**src/rtl/lsu_ctrl.sv**
```systemverilog
// Memory-stage load/store sequencer: one decoded access -> one valid/ready bus
// transaction, with strobe/data alignment, load extension and misalign abort.
module lsu_ctrl (
  input  logic        clk,
  input  logic        rst,
  input  logic        mem_r_ena,
  input  logic        mem_w_ena,
  input  logic [7:0]  byte_enable,
  input  logic        mem_ext_un,
  input  logic [63:0] addr,
  input  logic [63:0] wdata,
  output logic        stall,
  output logic        done,
  output logic [63:0] rdata,
  output logic        misalign,
  output logic        bus_valid,
  input  logic        bus_ready,
  output logic        bus_we,
  output logic [63:0] bus_addr,
  output logic [7:0]  bus_wstrb,
  output logic [63:0] bus_wdata,
  input  logic        bus_rvalid,
  input  logic [63:0] bus_rdata
);
  typedef enum logic [1:0] {IDLE, REQ, RESP, DONE} state_t;

  state_t      state, state_nx;
  logic        req, legal, aligned;
  logic [1:0]  sz, sz_q;   // log2 of access size in bytes
  logic        ext_q;
  logic [2:0]  off_q;
  logic [63:0] shifted, load_val;

  assign req = mem_r_ena | mem_w_ena;

  always_comb begin
    legal = 1'b1;
    sz    = 2'd0;
    case (byte_enable)
      8'h01:   sz = 2'd0;
      8'h03:   sz = 2'd1;
      8'h0F:   sz = 2'd2;
      8'hFF:   sz = 2'd3;
      default: legal = 1'b0;
    endcase
  end

  always_comb begin
    aligned = 1'b1;
    case (sz)
      2'd0:    aligned = 1'b1;
      2'd1:    aligned = ~addr[0];
      2'd2:    aligned = (addr[1:0] == 2'b00);
      default: aligned = (addr[2:0] == 3'b000);
    endcase
  end

  always_comb begin
    state_nx = state;
    case (state)
      IDLE:    if (req) state_nx = (legal && aligned) ? REQ : DONE;
      REQ:     if (bus_ready) state_nx = RESP;
      RESP:    if (bus_rvalid) state_nx = DONE;
      DONE:    state_nx = IDLE;
      default: state_nx = IDLE;
    endcase
  end

  always_ff @(posedge clk) begin
    if (rst) state <= IDLE;
    else     state <= state_nx;
  end

  assign bus_valid = (state == REQ);
  assign done      = (state == DONE);
  assign stall     = ((state == IDLE) && req) || (state == REQ) || (state == RESP);

  // Bring the addressed lane down to bit 0, then extend from the access size.
  assign shifted = bus_rdata >> {off_q, 3'b000};

  always_comb begin
    load_val = shifted;
    case (sz_q)
      2'd0:    load_val = {{56{~ext_q & shifted[7]}},  shifted[7:0]};
      2'd1:    load_val = {{48{~ext_q & shifted[15]}}, shifted[15:0]};
      2'd2:    load_val = {{32{~ext_q & shifted[31]}}, shifted[31:0]};
      default: load_val = shifted;
    endcase
  end

  always_ff @(posedge clk) begin
    if (rst) begin
      bus_we    <= 1'b0;
      bus_addr  <= '0;
      bus_wstrb <= '0;
      bus_wdata <= '0;
      sz_q      <= '0;
      ext_q     <= 1'b0;
      off_q     <= '0;
      rdata     <= '0;
      misalign  <= 1'b0;
    end else begin
      if ((state == IDLE) && req) begin
        if (legal && aligned) begin
          bus_we    <= mem_w_ena;
          bus_addr  <= {addr[63:3], 3'b000};
          bus_wstrb <= byte_enable << addr[2:0];
          bus_wdata <= wdata << {addr[2:0], 3'b000};
          sz_q      <= sz;
          ext_q     <= mem_ext_un;
          off_q     <= addr[2:0];
        end else begin
          misalign  <= 1'b1;
          rdata     <= '0;
        end
      end
      if ((state == RESP) && bus_rvalid) begin
        misalign <= 1'b0;
        rdata    <= bus_we ? '0 : load_val;
      end
    end
  end
endmodule
```
**config.mk**
```make
export PLATFORM = sky130hd
export DESIGN_NAME = lsu_ctrl
export DESIGN_NICKNAME = d
export VERILOG_FILES = /design/src/rtl/lsu_ctrl.sv
export SDC_FILE = /design/constraint.sdc
export NUM_CORES = 1
export LEC_CHECK = 0
export ABC_AREA = 1
export CAP_MARGIN = 30
export CORE_ASPECT_RATIO = 2
export CORE_MARGIN = 5
export CORE_UTILIZATION = 31
export DETAILED_ROUTE_END_ITERATION = 7
export DONT_BUFFER_PORTS = 1
export GPL_TIMING_DRIVEN = 0
export HOLD_SLACK_MARGIN = 0.06
export SLEW_MARGIN = 20
export SYNTH_ARGS = -nofsm -noshare
export SYNTH_HDL_FRONTEND = slang
export SYNTH_SLANG_ARGS = --single-unit
```
**constraint.sdc**
```tcl
create_clock -name clk -period 1.8 [get_ports clk]
set_input_delay 0.18 -clock clk [delete_from_list [all_inputs] [get_ports clk]]
set_output_delay 0.18 -clock clk [all_outputs]
set_load 0.005 [all_outputs]
```
==> results_dict.tcl <==
set metrics [dict create \
    outcome "finished, violations left" \
    violations "negative setup slack" \
    num_io_pins 412 \
    relSlewSlack_pct 37.0 \
    drtIter0Drc 848 \
    critPathLaunchType "flop" \
    synth.area.top_cells "dfxtp_1, nand2_1, a21oi_1, o21ai_0, nand3_1" \
    vdd_drop_max_uv 992 \
    nets 2201 \
    tns_ps -2280 \
    final-hold-violation-count 0 \
    fin_area_mm2 0.0152 \
    finalSetupViolCount 38 \
    mostFrequentLayoutCells "nand2_1, a21oi_1, dfxtp_1" \
    vias 13452 \
    place_hpwl_um 50900 \
    htree_levels 1 \
    p_per_area_mw_per_mm2 843 \
    tightest_slew_ps 941 \
    final_core_util_pct 41.7 \
    reg2reg_slack_ps -150 \
    io_buffer_count 0 \
    synth-warning-count 0 \
    p_leak_nw 5.98 \
    cts_buffer_depth 3 \
    ys_seq_elements 207 \
    critPathCaptureType "flop" \
    pre_cts_ws_ps -818 \
    clkLatencyLatePin_ps 550 \
    placed_cells 2267 \
    vias_per_cell 5.46 \
    start_util_pct 31.3 \
    clk_transition_reported_paths_ps 70 \
    wire_per_inst_um 26.0 \
    synthCells 1810 \
    cts.sinks 207 \
    synth_top_cell_area_share_pct 36.3 \
    routed_wl_um 64000 \
    drv_cap 0 \
    crit_arrival_ps 2360 \
    holdWs_ps 67.2 \
    synth_area_per_cell_um2 6.30 \
    die_area_mm2 0.0410 \
    instances_no_fill 2463 \
    cts_root_buffer "clkbuf_16" \
    synth_area_mm2 0.0114 \
    ys_seq_area_share_pct 36.3 \
    core_area_mm2 0.0364 \
    synth_top_flop_cell "dfxtp_1" \
    finalCritPeriodShare_pct 108 \
    grt-ovfl-total 0 \
    grt_usage_pct 29.5 \
    antenna_found_initial 3 \
    drc 0 \
    cp_max_fo 10 \
    final.fill_count 3909 \
    drt_first_pass_iters 6 \
    async_flop_share_pct 0 \
    ys_types 35 \
    grt_pass1_wl_um 90400 \
    rows 99 \
    cts_tree "yes" \
    cts_made_buffers 22 \
    grt_pass1_vias 13701 \
    syn2layout_area_growth_pct 33.0 \
    synth-edff-count 0 \
    grt_max_degree 16 \
    ant_nets 0 \
    die_h_um 281 \
    yosysTopAreaCell "dfxtp_1" \
    routabilityCongestion 1.02 \
    min_period_ps 1950 \
    dieWidth_um 146 \
    rsz0062_at_grt "true" \
    fmax_ghz 0.513 \
    drive_above_1_share_pct 16.2 \
    p_total_mw 12.8 \
    post_dp_cell_area_mm2 0.0120 \
    skew_ps 9.63 \
    crit_required_ps 2210 \
    final_common_cell "nand2_1" \
    maxSlewViolCount 0 \
    path_class "flop to flop" \
    holdCritPathClass "input port to flop" \
    final.setup.worst_slack_ps -149 \
]
sequential cells by signal (all words and copies together), names as in the netlist:
name	flops
off_q	3
state	2
ext_q	1
bus_wdata	64
rdata	64
misalign	1
sz_q	2
bus_wstrb	8
bus_we	1
bus_addr	61
logic make-up after synthesis:
kind of cell	Yosys count	synth area share, %
AOI/OAI and AO/OA	465	22.0
adders and majority gates	5	0.549
buffers and inverters	215	9.04
DFF	207	36.3
muxes	10	0.878
other	1	0.0329
and+or+nand+nor	907	31.2
cell type report:
type                       instances  area (um^2)  share of cell area [%]
antenna                            4         10.0                  0.0660
clock buffer                      28          613                    4.04
multi-input combinational       1390         6800                    44.8
buffer                           143         1040                    6.84
sequential                       207         4150                    27.4
inverter                          69          278                    1.83
timing repair buffer             156         1550                    10.2
clock inverter                    12          164                    1.08
tap                              454          568                    3.74
cells in the mapped netlist, types with 3 or more instances:
master / number
a22oi_1: 11
or2_2: 13
inv_2: 7
buf_1: 13
buf_6: 14
nor2_2: 3
nand3_1: 63
mux2i_1: 10
a21oi_1: 276
o21a_1: 3
nand2_1: 734
nor2_1: 83
inv_1: 61
buf_4: 19
and2_1: 4
o221ai_1: 5
o31ai_1: 4
nor3_1: 3
o21ai_0: 118
o211ai_1: 41
ha_1: 5
dfxtp_1: 207
buf_2: 38
clkbuf_1: 62
layer usage:
layer	vias to the layer above	wire [um]	GRT usage, %	share of wire, %
met4	0	7040	25.7	11
met2	696	33600	56.0	52
met3	269	4950	7.94	7.7
met1	6216	18400	24.6	29
met5	-	0	0	0
li1	6271	-	-	-
worst paths after layout:
| check | startpoint | endpoint | depth (start not counted) |
|---|---|---|---|
| worst min register to register | rdata[5] | rdata[5] | 2 |
| worst min-delay path | bus_rdata[10] | rdata[2] | 4 |
| worst max register to register | off_q[0] | rdata[26] | 11 |
| worst max-delay path | off_q[0] | rdata[26] | 11 |
what timing repair did:
action                                  in CTS  in global routing
pin swaps                                   33                 29
endpoints found under the setup margin     203                198
gates cloned                                 1                  5
buffers inserted                            19                 10
gates resized for setup                    174                144
hold buffers                               120                  0
hold endpoints to repair                   116                  0
power by group:
part	switching (mW)	internal, mW	total (mW)
clock	2.05	2.87	4.92
combinational	1.84	1.02	2.87
sequential	0.211	4.79	5.00
total	4.10	8.68	12.8
worst max-delay path, cell delays in order (launching register included):
cell and delay, ps:
dfxtp_4 370, buf_8 140, buf_8 140, buf_8 150, nand2_2 60, o21ai_2 70, o211ai_1 460, nand2_1 130
nand2_1 110, nand2_1 50, nand2_1 50, a21oi_1 60
Power figures use the tool's default switching activity.
